[src/rtl/alu_issue_ctrl.sv]
// alu_issue_ctrl: four-state issue/writeback controller for an external 8-bit ALU.
// Accepts one instruction at a time, drives ALU operands from a 4x8 register file,
// captures the result, and writes it back when the result port transfers.
module alu_issue_ctrl #(
   parameter logic [7:0] REG_RESET  = 8'h00,
   parameter bit         ILLEGAL_WB = 1'b0
) (
   input  logic        clk,
   input  logic        rst_n,
   input  logic        instr_valid,
   output logic        instr_ready,
   input  logic [13:0] instr,
   output logic [7:0]  alu_in1,
   output logic [7:0]  alu_in2,
   output logic [2:0]  alu_op,
   output logic [5:0]  alu_imm6,
   output logic        alu_imm_mode,
   input  logic [7:0]  alu_out,
   input  logic        alu_zero,
   output logic        res_valid,
   input  logic        res_ready,
   output logic [7:0]  res_data,
   output logic        res_zero,
   output logic [1:0]  res_rd,
   output logic        err_illegal,
   input  logic [1:0]  dbg_addr,
   output logic [7:0]  dbg_data
);

   localparam logic [1:0] ST_IDLE   = 2'd0;
   localparam logic [1:0] ST_DECODE = 2'd1;
   localparam logic [1:0] ST_EXEC   = 2'd2;
   localparam logic [1:0] ST_WB     = 2'd3;

   logic [1:0]  state_q, state_d;
   logic [13:0] instr_q;
   logic [7:0]  alu_in1_q, alu_in2_q;
   logic [2:0]  alu_op_q;
   logic [5:0]  alu_imm6_q;
   logic        alu_imm_mode_q;
   logic [7:0]  res_data_q;
   logic        res_zero_q;
   logic [1:0]  res_rd_q;
   logic        err_illegal_q;
   logic [7:0]  rf_q [4];

   // Fields of the latched instruction
   logic [2:0] dec_op;
   logic       dec_imm_mode;
   logic [1:0] dec_rd, dec_rs1, dec_rs2;
   logic [5:0] dec_imm6;
   logic       wb_en;

   assign dec_op       = instr_q[13:11];
   assign dec_imm_mode = instr_q[10];
   assign dec_rd       = instr_q[9:8];
   assign dec_rs1      = instr_q[7:6];
   assign dec_imm6     = instr_q[5:0];
   assign dec_rs2      = instr_q[1:0];

   // Register write happens only on the result-port transfer; illegal ops may be suppressed
   assign wb_en = (state_q == ST_WB) && res_ready && (!dec_op[2] || ILLEGAL_WB);

   // Next-state logic: one pass through DECODE/EXEC, WB waits for the consumer
   always_comb begin
      state_d = state_q;
      case (state_q)
         ST_IDLE:   if (instr_valid) state_d = ST_DECODE;
         ST_DECODE: state_d = ST_EXEC;
         ST_EXEC:   state_d = ST_WB;
         ST_WB:     if (res_ready) state_d = ST_IDLE;
         default:   state_d = ST_IDLE;
      endcase
   end

   // State register
   always_ff @(posedge clk or negedge rst_n) begin
      if (!rst_n) state_q <= ST_IDLE;
      else        state_q <= state_d;
   end

   // Datapath: latch instruction, drive the ALU, capture its result, track illegal ops
   always_ff @(posedge clk or negedge rst_n) begin
      if (!rst_n) begin
         instr_q        <= '0;
         alu_in1_q      <= '0;
         alu_in2_q      <= '0;
         alu_op_q       <= '0;
         alu_imm6_q     <= '0;
         alu_imm_mode_q <= 1'b0;
         res_data_q     <= '0;
         res_zero_q     <= 1'b0;
         res_rd_q       <= '0;
         err_illegal_q  <= 1'b0;
      end else begin
         case (state_q)
            ST_IDLE: begin
               if (instr_valid) instr_q <= instr;
            end
            ST_DECODE: begin
               alu_in1_q      <= rf_q[dec_rs1];
               alu_in2_q      <= rf_q[dec_rs2];
               alu_op_q       <= dec_op;
               alu_imm6_q     <= dec_imm6;
               alu_imm_mode_q <= dec_imm_mode;
            end
            ST_EXEC: begin
               res_data_q <= alu_out;
               res_zero_q <= alu_zero;
               res_rd_q   <= dec_rd;
               if (dec_op[2]) err_illegal_q <= 1'b1;
            end
            default: ;
         endcase
      end
   end

   // Register file: one flop bank per entry, written back from the captured result
   generate
      for (genvar gi = 0; gi < 4; gi++) begin : g_rf
         always_ff @(posedge clk or negedge rst_n) begin
            if (!rst_n)                              rf_q[gi] <= REG_RESET;
            else if (wb_en && (res_rd_q == 2'(gi)))  rf_q[gi] <= res_data_q;
         end
      end
   endgenerate

   assign instr_ready  = (state_q == ST_IDLE);
   assign res_valid    = (state_q == ST_WB);
   assign alu_in1      = alu_in1_q;
   assign alu_in2      = alu_in2_q;
   assign alu_op       = alu_op_q;
   assign alu_imm6     = alu_imm6_q;
   assign alu_imm_mode = alu_imm_mode_q;
   assign res_data     = res_data_q;
   assign res_zero     = res_zero_q;
   assign res_rd       = res_rd_q;
   assign err_illegal  = err_illegal_q;
   assign dbg_data     = rf_q[dbg_addr];

endmodule
[config.mk]
export PLATFORM = sky130hd
export DESIGN_NAME = alu_issue_ctrl
export DESIGN_NICKNAME = d
export VERILOG_FILES = /design/src/rtl/alu_issue_ctrl.sv
export SDC_FILE = /design/constraint.sdc
export NUM_CORES = 1
export LEC_CHECK = 0
export BUFFER_PORTS_ARGS = -buffer_cell sky130_fd_sc_hd__buf_2
export CAP_MARGIN = 20
export CELL_PAD_IN_SITES_DETAIL_PLACEMENT = 0
export CELL_PAD_IN_SITES_GLOBAL_PLACEMENT = 1
export CORE_ASPECT_RATIO = 1.1
export CORE_MARGIN = 4
export CORE_UTILIZATION = 46
export CTS_BUF_LIST = sky130_fd_sc_hd__clkbuf_8
export DETAILED_ROUTE_END_ITERATION = 12
export GPL_TIMING_DRIVEN = 0
export PLACE_DENSITY_LB_ADDON = 0.12
export RECOVER_POWER = 50
export SYNTH_ARGS = -nofsm -noshare
export SYNTH_HDL_FRONTEND = slang
export SYNTH_SLANG_ARGS = --single-unit
[constraint.sdc]
create_clock -name clk -period 2.04 [get_ports clk]
set_input_delay 0.204 -clock clk [delete_from_list [all_inputs] [get_ports clk]]
set_output_delay 0.204 -clock clk [all_outputs]
set_load 0.01 [all_outputs]
# Word level (Yosys, flattened, before mapping)
# Index checks and enable logic that the tools add are counted.
# totals
input_bits	29
out_inout_bits	48
register_bits	86
elab_cells	53
# op_classes
bitwise	3
mux	12
order_cmp	3
n_reduce_logical	12
eq_ne	8
# ops
cell	n
8-bit binary-select mux with 2-bit select	3
8-bit two-way mux	6
3-bit greater-or-equal comparator (second input constant)	3
2-bit inverter with 3-bit output	3
2-bit == test (second input constant)	4
2-bit case mux with 4 select lines	1
1-bit logical AND	6
2-bit AND reduction	3
2-bit by 1-bit == test with 1-bit output (second input constant)	2
2-bit logical NOT	2
2-bit two-way mux	2
2-bit by 1-bit inequality test with 1-bit output (second input constant)	1
2-bit inequality test (second input constant)	1
1-bit logical NOT	1

# Logic depth before layout (Yosys ltp)
# Gate-level depths: netlist of the first run.
# logic_depth
ltp_word	4
depth_mapped	7
ltp_nobuf	5

# Least setup slack after synthesis of the first run
# Ideal clock, no wire load.
# synth_path
path_kind	reg2reg
start	register state_q[1]
end	register rf_q[16] in the netlist's numbering
t_required_ns	1.915
path_buffers	1
period_less_slack_ns	1.713
path_stages_with_launch	6
setup_slack_ns	0.327
arrival_ns	1.587
setup_ns	0.125
path_cell_list	dfrtp_1 -> ha_1 -> nand2_1 -> or4_1 -> buf_6 -> mux2_4
# synth_via
elab_chain_len	4
# synth_rtl
element	line	text
start, declared	35	logic [1:0] state_q, state_d;
start signal, assigned	79	else state_q <= state_d;
2-bit == test	-	
via res_valid	20	output logic res_valid,
1-bit logical AND (2 in series)	62	assign wb_en = (state_q == ST_WB) && res_ready && (!dec_op[2] || ILLEGAL_WB);
1-bit logical AND	123	else if (wb_en && (res_rd_q == 2'(gi))) rf_q[gi] <= res_data_q;
end signal, assigned by index	123	
end, declared	45	logic [7:0] rf_q [4];
# The timed path passes the listed nets, and every way through them passes these cells.
# A chain may end at the register's enable or synchronous reset.

# Final worst setup path of the first run
# layout_path
start	register state_q[1]
end	register alu_in1_q[6] (netlist: alu_in1[6])
# layout_via
elab_chain_len	1
# layout_rtl
element	line	text
2-bit by 1-bit == test with 1-bit output	96	case (state_q)
end signal, assigned	101	alu_in1_q <= rf_q[dec_rs1];
end, declared	37	logic [7:0] alu_in1_q, alu_in2_q;
# No other way between the ends.

==> run summary, run 1 <==
CP Launch Type: flop
Crit-path max FO: 10
Syn Nets: 318
Achievable Freq: 0.518 GHz
Die Ht: 106 µm
Initial antenna violation count: 0
Dominant cell type by area after synthesis: dfrtp_1
FILL cells: 759
Final net count: 405
Tcrit/Tclk final: 94.5%
Crit path arrival time: 2.19 ns
Synth top area cells: dfrtp_1 (54%), mux2_2 (21%), mux4_2 (4.5%), mux2i_1 (4.3%), mux2_4 (3.0%)
Wire length on met2: 4.14 mm
Wirelength per Cell: 18.1 µm
Max layer used: met4
Met3 WL: 437 µm
Leakage power: 2.22 nW
Ant diodes: 0
Count leader, synth: dfrtp_1
RSZ-0062 raised after global routing: true
M1 wire length: 4.12 mm
Seq cells post-synth: 86
Tot GR Track Use: 18.4%
Setup violations, final: 0
Vias per inst: 5.20
Netlist cell types: 24
Min-Delay Path Depth: 2
CORE AREA: 8410 µm²
Layout area overhead: 18.6%
Clk sinks: 86
GP Congestion: 0.785
# rows: 35
Final min period: 1.93 ns
Hold/Removal Path Class: in -> reg
Mapped Cells: 284
Power per cell area: 1570 nW/µm²
GR Overflow Total: 0
CTS root buf: clkbuf_8
Max-Slew Margin vs Limit: 12.0%
Post-DP Area: 4520 µm²
Crit path kind: reg -> reg
TritonCTS clock tree: yes
Mapped Avg Cell Area: 14.0 µm²
Die area: 10200 µm²
Yosys warns: 0
H-tree Lvls: 3
Async SR Flop Fraction: 100%
Clock Pin Slew Worst Setup and Hold Paths: 0.09 ns
CP Capture Type: flop
DRC violations left: 0
Worst r2r path cells: 6
Cell Area, Synth: 3990 µm²
Maximum VDD drop: 0.705 mV
Crit path required time: 2.30 ns
First-pass GRT wire length: 14.6 mm
Prevailing post-synth register cell: dfrtp_1
Ports: 77
Max Slew Vio Count: 0
IO Port Bufs: 74
Number of flops mapped to enable cells by yosys: 0
Final Instance Area: 4730 µm²
Post-synth top area share: 54.0%
Vias in the first global route: 2698
Clock Tree Buf Depth: 2
Detailed Routing Iterations Pass 1: 4
Horiz. Die Dim: 96.7 µm
Status: completed
Fin Setup TNS: 0 ns
Initial core utilization: 47.4%
CTS Buf Count: 9
Seq/Total Area, Yosys: 54.0%
Synth cell count leaders: dfrtp_1 (86), mux2_2 (74), nor2b_1 (18), o21ai_0 (18), mux2i_1 (17)
Worst slew pin tran: 1.32 ns
Skew final: 0.00999 ns
Vias: 2530
Max Cap Viol: 0
Layout cell share with drive strength beyond 1: 48.4%
Final wirelength: 8.83 mm
Largest net degree at the start of global routing: 66
DP HPWL: 6.00 mm
Final hold violation count: 0
Antenna Nets Post-Route: 0
Clock Latency Late Sink: 0.35 ns
Initial DRC Count: 69
[layout by cell type (no fill, tap or decap), drive strengths merged]
cell type,instances
buf,70
or4,1
inv,7
clkinv,4
nor4,1
mux4,8
ha,5
dlygate4sd3,1
nand4b,1
o21ai,18
clkbuf,29
nand2,5
or2,1
o22ai,1
a21o,1
mux2,82
bufinv,1
clkinvlp,1
a21oi,16
nor2b,18
nor2,2
dfrtp,86
mux2i,17
[worst paths after layout]
| kind | start | end | slack [ns] |
|---|---|---|---|
| setup reg to reg | state_q[1] | alu_in1[6] | 0.11 |
| hold reg to reg | err_illegal | err_illegal | 0.47 |
| max in group asynchronous | rst_n | alu_in2[2] | 0.45 |
| hold / removal | alu_out[6] | res_data[6] | 0.07 |
| min in group asynchronous | rst_n | rf_q[23] | 0.66 |
| setup / recovery | state_q[1] | alu_in1[6] | 0.11 |
[metrics by stage]
stage               worst slack (ns)  hold WS, ns  power, mW  util [%]  std cells
finish                         0.111       0.0748       7.42      56.2        487
global route                 -0.0548       0.0645       7.98      56.2        487
CTS                           0.0172       0.0628       7.55      56.3        487
detailed placement            -0.176        0.122       6.34      53.8        470
global placement              -0.169        0.434       6.24      53.5        469
floorplan                      0.327      -0.0916       5.23         -        284
[logic make-up after synthesis]
| family | share of synthesized area, % |
|---|---|
| buf+inv | 2.45 |
| flops | 54.0 |
| mux | 32.7 |
| compound gates | 4.62 |
| simple gates | 4.65 |
| fa+ha+maj | 1.57 |
[registers in the layout (all words and copies together) (netlist names)]
signal / flops
alu_imm6: 6
alu_imm_mode: 1
alu_in1: 8
alu_in2: 8
alu_op: 3
err_illegal: 1
instr_q: 14
res_data: 8
res_rd: 2
res_zero: 1
rf_q: 32
state_q: 2
[critical path: stages (launching register included)]
cell,delay [ns]
dfrtp_1,0.42
inv_1,0.12
ha_1,0.20
buf_2,0.24
clkbuf_2,0.31
nand2_1,0.30
o21ai_0,0.25
[final cells by class]
type	instances	area (µm²)	area share (%)
Buffer	14	75.1	1.59
Clock inverter	7	73.8	1.56
Multi-Input combinational cell	177	1740	36.7
Inverter	6	22.5	0.476
Timing Repair Buffer	77	407	8.60
Clock buffer	9	124	2.62
Sequential cell	86	2150	45.5
Tap cell	111	139	2.94
[metal layers]
metal	global-route usage, %	up-vias
li1	-	1189
met1	25.3	1260
met2	28.6	69
met3	4.43	12
met4	6.32	0
met5	0	-
[where the power goes]
group	switching (mW)	total [mW]	internal [mW]
clock network	0.631	1.20	0.570
registers	0.639	3.13	2.49
logic	1.42	3.10	1.68
[timing repair]
item | CTS | global route
pin swaps | 0 | 1
hold buffers | 1 | 0
endpoints found under the setup margin | 18 | 34
endpoints found under the hold margin | 21 | 0
setup buffers | 0 | 1
resized for setup | 2 | 1
Note: power is estimated with default switching activity, not from simulation.
==> inputs of run 2 (changes only) <==
--- a/config.mk
+++ b/config.mk
@@ -9,7 +9,7 @@
 export CAP_MARGIN = 20
 export CELL_PAD_IN_SITES_DETAIL_PLACEMENT = 0
 export CELL_PAD_IN_SITES_GLOBAL_PLACEMENT = 1
-export CORE_ASPECT_RATIO = 1.1
+export CORE_ASPECT_RATIO = 0.5
 export CORE_MARGIN = 4
 export CORE_UTILIZATION = 46
 export CTS_BUF_LIST = sky130_fd_sc_hd__clkbuf_8
==> run summary, run 2 (synthesized netlist as in run 1, its figures left out) <==
Tcrit/Tclk final: 89.4% (-5.2 points)
# rows: 23 (-34%)
Clock Latency Late Sink: 0.36 ns (about the same)
Final std cells w/o fill: 489 (+0.41%)
Flop-to-flop setup slack: 0.22 ns (+0.11 ns)
Detailed Routing Iterations Pass 1: 4 (unchanged)
Skew final: 0.00659 ns (-0.00339 ns)
Crit path to: alu_in2[4]
Max-Slew Margin vs Limit: 24.4% (+12 points)
Power per cell area: 1590 nW/µm² (+1.5%)
Most common cell after layout, fill and taps aside: dfrtp_1
Wirelength per Cell: 19.2 µm (+6.0%)
Worst slew pin tran: 1.13 ns (-0.186 ns)
Layout cell share with drive strength beyond 1: 46.5% (-1.9 points)
Slowest cell on crit path: dfrtp_1
Initial DRC Count: 133 (+93%)
Crit path arrival time: 2.10 ns (-0.09 ns)
Initial antenna violation count: 3 (+3)
Final hold violation count: 0 (unchanged)
FILL cells: 737 (-2.9%)
GR Overflow Total: 0 (unchanged)
Max Cap Viol: 0 (unchanged)
CTS Buf Count: 9 (unchanged)
CP Capture Type: flop
Final WS setup: 0.216 ns (+0.105 ns)
Die Ht: 73.8 µm (-30%)
Ports: 77 (unchanged)
GP Congestion: 0.847 (+7.9%)
Crit path required time: 2.31 ns (about the same)
Clock Pin Slew Worst Setup and Hold Paths: 0.08 ns (about the same)
Clk sinks: 86 (unchanged)
Tot GR Track Use: 19.9% (+1.5 points)
Cells after DPL: 471 (+0.21%)
Final wirelength: 9.40 mm (+6.5%)
First-pass GRT wire length: 15.5 mm (+6.1%)
Final min period: 1.82 ns (-0.105 ns)
Most frequent cells in the layout: dfrtp_1 (86), mux2_2 (74), buf_2 (57)
Crit path launch: state_q[1]
Worst r2r path cells: 6 (unchanged)
Antenna Nets Post-Route: 0 (unchanged)
Initial core utilization: 48.6% (+1.2 points)
Setup violations, final: 0 (unchanged)
CP Launch Type: flop
Vias in the first global route: 2878 (+6.7%)
Crit path kind: reg -> reg
Achievable Freq: 0.548 GHz (+5.8%)
Layout area overhead: 19.0%
RSZ-0062 raised after global routing: false
Vias per inst: 5.34 (+2.8%)
CP cell instances: inv_1 -> ha_1 -> buf_2 -> clkbuf_4 -> nand2_2 -> o21ai_0
Worst r2r src: state_q[1]
Fin Setup TNS: 0 ns (unchanged)
Largest net degree at the start of global routing: 45 (-32%)
Max Slew Vio Count: 0 (unchanged)
Status: completed
DP HPWL: 6.41 mm (+7.0%)
Die area: 10300 µm² (+0.87%)
CP peak stage delay: 0.41 ns (about the same)
Leakage power: 2.21 nW (-0.84%)
Final net count: 405 (unchanged)
Reg-to-reg endpoint: alu_in2[4]
Dpl ws: -0.233 ns (-0.0573 ns)
H-tree Lvls: 3 (unchanged)
TritonCTS clock tree: yes
Horiz. Die Dim: 140 µm (+44%)
Crit-path max FO: 10 (unchanged)
DRC violations left: 0 (unchanged)
CTS root buf: clkbuf_8
Clock Tree Buf Depth: 2 (unchanged)
IO Port Bufs: 74 (unchanged)
Top flop regs: rf_q: 32 flops, instr_q: 14 flops
CORE AREA: 8200 µm² (-2.5%)
Biggest register: rf_q
Hold/Removal Path Class: in -> reg
Max FFs per register: 32 (unchanged)
Maximum VDD drop: 0.685 mV (-2.9%)
Vias: 2611 (+3.2%)
==> run 2: changes by cell type in the layout (fill, tap and decap cells not counted), sizes merged <==
cell      change
clkinv        -2
diode         +1
clkinvlp      -1
inv           -1
buf           -9
clkbuf       +13
==> run 2: worst min path at each step <==
| stage | start | to | slack, ns | cells after the start |
|---|---|---|---|---|
| after floorplan | rst_n | alu_imm6[0] | -0.09 | 0 |
| after global placement | alu_out[6] | res_data[6] | 0.43 | 2 |
| after detailed placement | rst_n | res_zero | 0.24 | 1 |
| after CTS | instr[4] | instr_q[4] | 0.06 | 2 |
| after global routing | alu_out[4] | res_data[4] | 0.06 | 2 |
| final | alu_out[1] | res_data[1] | 0.07 | 2 |
==> run 2: through the flow <==
| step | cell area, µm² | power (mW) | util (%) | hold WS [ns] |
|---|---|---|---|---|
| 2_1_floorplan | 3990 | 5.23 | - | -0.0916 |
| 3_3_place_gp | 4500 | 6.24 | 54.8 | 0.434 |
| 3_5_place_dp | 4520 | 6.37 | 55.1 | 0.240 |
| 4_1_cts | 4750 | 7.68 | 58.0 | 0.0592 |
| 5_1_grt | 4740 | 8.13 | 57.8 | 0.0581 |
| 6_report | 4740 | 7.56 | 57.8 | 0.0747 |
==> run 2: layer usage <==
| layer | wire [µm] | GRT usage [%] |
|---|---|---|
| met5 | 39 | 0 |
| met4 | 112 | 4.30 |
| met1 | 4460 | 27.5 |
| met3 | 632 | 7.54 |
| met2 | 4160 | 30.4 |
==> run 2: power breakdown <==
part	leakage (nW)	total [mW]	internal, mW	switching, mW
Combinational	1.02	3.14	1.66	1.48
Clock	0.115	1.28	0.696	0.585
Sequential	1.07	3.14	2.49	0.647
==> run 2: area by class of cell <==
cell class	instances	area, µm²	area share (%)
tap	112	140	2.96
buffer	14	77.6	1.64
multi-input combinational	177	1740	36.7
timing repair buffer	77	388	8.18
clock inverter	3	40.0	0.844
sequential	86	2150	45.4
antenna	1	2.50	0.0528
inverter	6	22.5	0.475
clock buffer	13	179	3.77
==> run 2: timing repair <==
| item | in CTS | in global routing |
|---|---|---|
| hold endpoints to repair | 43 | 0 |
| pin swaps | 0 | 1 |
| setup buffers | 0 | 1 |
| setup endpoints to repair | 27 | 29 |
| gates resized for setup | 4 | 3 |
| hold buffers | 1 | 0 |
==> run 2: critical path, delay by kind of cell, from the launching register on <==
family	cells	cell delay (ns)
compound gates	1	0.22
fa+ha+maj	1	0.21
buf+inv	3	0.70
flops	1	0.41
simple gates	1	0.20
==> inputs of run 3 (changes only) <==
--- a/config.mk
+++ b/config.mk
@@ -17,6 +17,7 @@
 export GPL_TIMING_DRIVEN = 0
 export PLACE_DENSITY_LB_ADDON = 0.12
 export RECOVER_POWER = 50
+export REMOVE_ABC_BUFFERS = 1
 export SYNTH_ARGS = -nofsm -noshare
 export SYNTH_HDL_FRONTEND = slang
 export SYNTH_SLANG_ARGS = --single-unit
==> run summary, run 3 (synthesized netlist as in run 1, its figures left out) <==
Most common cell after layout, fill and taps aside: dfrtp_1
Slowest cell on crit path: nor4_4
Antenna Nets Post-Route: 0 (unchanged)
# rows: 23 (unchanged)
Worst r2r src: state_q[1]
Initial DRC Count: 80 (-40%)
Leakage power: 2.16 nW (-2.1%)
Clock Tree Buf Depth: 2 (unchanged)
Worst Path Buf+Inv: 0 (-3)
Crit-path max FO: 8 (-2)
Flop-to-flop setup slack: 0.21 ns (about the same)
Setup violations, final: 0 (unchanged)
Pint: 4.72 mW (-2.7%)
Largest net degree at the start of global routing: 54 (+20%)
Tcrit/Tclk final: 89.5% (+0.12 points)
Crit path kind: reg -> reg
CORE AREA: 8200 µm² (unchanged)
Detailed Routing Iterations Pass 1: 4 (unchanged)
Post-CTS setup buffers: 0 (unchanged)
Vias in the first global route: 2783 (-3.3%)
Final net count: 393 (-3.0%)
H-tree Lvls: 3 (unchanged)
Vias: 2480 (-5.0%)
Final min period: 1.83 ns (+0.00248 ns)
Achievable Freq: 0.548 GHz (-0.14%)
Crit path required time: 2.28 ns (-0.03 ns)
TritonCTS clock tree: yes
CP cell instances: ha_1 -> nand2_1 -> nor4_4 -> mux2_2
Skew final: 0.00911 ns (+0.00251 ns)
Crit path arrival time: 2.06 ns (-0.04 ns)
Fin Setup TNS: 0 ns (unchanged)
First-pass GRT wire length: 14.6 mm (-5.9%)
Top flop regs: rf_q: 32 flops, instr_q: 14 flops
Worst slew pin tran: 0.967 ns (-0.167 ns)
GP Congestion: 0.768 (-9.3%)
GR Overflow Total: 0 (unchanged)
Most frequent cells in the layout: dfrtp_1 (86), mux2_2 (74), buf_2 (51)
Horiz. Die Dim: 140 µm (unchanged)
Power per cell area: 1580 nW/µm² (-0.70%)
Crit path launch: state_q[1]
CTS Buf Count: 9 (unchanged)
Max-Slew Margin vs Limit: 35.5% (+11 points)
RSZ-0062 raised after global routing: false
Status: completed
Combinational group share of total power: 39.9% (-1.7 points)
Final wirelength: 8.99 mm (-4.4%)
Clk pwr share: 15.2% (-1.7 points)
Ports: 77 (unchanged)
Tot GR Track Use: 18.9% (-1.0 points)
Die Ht: 73.8 µm (unchanged)
Hold/Removal Path Class: in -> reg
CP Launch Type: flop
Final hold violation count: 0 (unchanged)
Max Slew Vio Count: 0 (unchanged)
Max Cap Viol: 0 (unchanged)
Maximum VDD drop: 0.867 mV (+27%)
CTS root buf: clkbuf_8
Max FFs per register: 32 (unchanged)
Cells after DPL: 459 (-2.5%)
Clock Latency Late Sink: 0.36 ns (about the same)
Critical Path Stages: 4 (-2)
CP peak stage delay: 0.55 ns (+0.14 ns)
DRC violations left: 0 (unchanged)
DP HPWL: 6.12 mm (-4.6%)
Clock Pin Slew Worst Setup and Hold Paths: 0.08 ns (about the same)
CP delay by family, top: simple AND/OR/NAND/NOR gates
Biggest register: rf_q
IO Port Bufs: 76 (+2.7%)
NetSw: 2.68 mW (-1.2%)
Clk sinks: 86 (unchanged)
Layout area overhead: 17.2%
CP Capture Type: flop
Worst r2r path cells: 4 (-2)
Net Sw Frac: 36.2% (+0.36 points)
Reg-to-reg endpoint: rf_q[28]
Die area: 10300 µm² (unchanged)
Initial antenna violation count: 0 (-3)
Sequential power share: 44.9% (+3.4 points)
Vias per inst: 5.20 (-2.6%)
Initial core utilization: 48.6% (unchanged)
Final std cells w/o fill: 477 (-2.5%)
Layout cell share with drive strength beyond 1: 45.3% (-1.2 points)
Wirelength per Cell: 18.8 µm (-2.0%)
Crit path to: rf_q[28]
## run 3: cell types whose count changed in the layout (fill, tap and decap cells not counted), moves of 2 or more
cell | before | now
buf_12 | 2 | 0
nand2_2 | 2 | 0
nand2_1 | 3 | 5
clkbuf_8 | 13 | 9
inv_1 | 5 | 8
buf_2 | 57 | 51
buf_16 | 0 | 2
nor2b_1 | 18 | 16
nor2b_4 | 0 | 2
clkbuf_1 | 26 | 24
## run 3: worst reg2reg max path, stage by stage (launching register included)
cell and delay, ns:
dfrtp_1 0.39, ha_1 0.23, nand2_1 0.12, nor4_4 0.55, mux2_2 0.41
## run 3: worst min path at each step
stage / endpoint / from / cells after the start
5_1_grt: instr_q[0] / instr[0] / 2
3_3_place_gp: instr_q[1] / instr[1] / 2
6_report: res_data[2] / alu_out[2] / 2
4_1_cts: res_data[3] / alu_out[3] / 2
2_1_floorplan: alu_imm6[0] / rst_n / 0
3_5_place_dp: alu_op[2] / rst_n / 1
## run 3: power by group through the flow
stage / Clock (mW) / Sequential [mW] / Combinational, mW
final: 1.13 / 3.32 / 2.95
after floorplan: 0 / 3.24 / 1.92
after CTS: 1.16 / 3.30 / 3.05
after detailed placement: 0 / 3.31 / 3.03
after global routing: 1.23 / 3.46 / 3.24
after global placement: 0 / 3.25 / 2.89
## run 3: final cells by class
| class | count | area (µm²) |
|---|---|---|
| Fill cell | 709 | 3530 |
| Sequential cell | 86 | 2150 |
| Multi-Input combinational cell | 177 | 1760 |
| Timing Repair Buffer | 79 | 415 |
| Tap cell | 112 | 140 |
| Clock buffer | 9 | 124 |
| Clock inverter | 7 | 58.8 |
| Inverter | 6 | 22.5 |
| Antenna cell | 1 | 2.50 |
## run 3: repair_timing
| item | CTS | global route |
|---|---|---|
| pin swaps | 0 | 0 |
| hold buffers | 1 | 0 |
| gates resized for setup | 3 | 3 |
| setup endpoints to repair | 16 | 21 |
| endpoints found under the hold margin | 33 | 0 |
## run 3: metal layers
layer | wire length [µm] | vias to the layer above | global-route usage (%)
met3 | 585 | 9 | 6.31
li1 | - | 1163 | -
met2 | 4320 | 55 | 31.7
met4 | 59 | 0 | 6.23
met5 | 0 | - | 0
met1 | 4020 | 1253 | 23.6
## run 3: through the flow
step           power [mW]  area [µm²]  util [%]  hold slack (ns)  setup WS [ns]
2_1_floorplan        5.16        3910         -          -0.0916          0.210
3_3_place_gp         6.13        4430      54.0            0.435         -0.733
3_5_place_dp         6.34        4490      54.7            0.191         -0.354
4_1_cts              7.51        4690      57.2           0.0556         0.0276
5_1_grt              7.93        4670      56.9           0.0536         0.0499
6_report             7.40        4670      57.0           0.0740          0.214
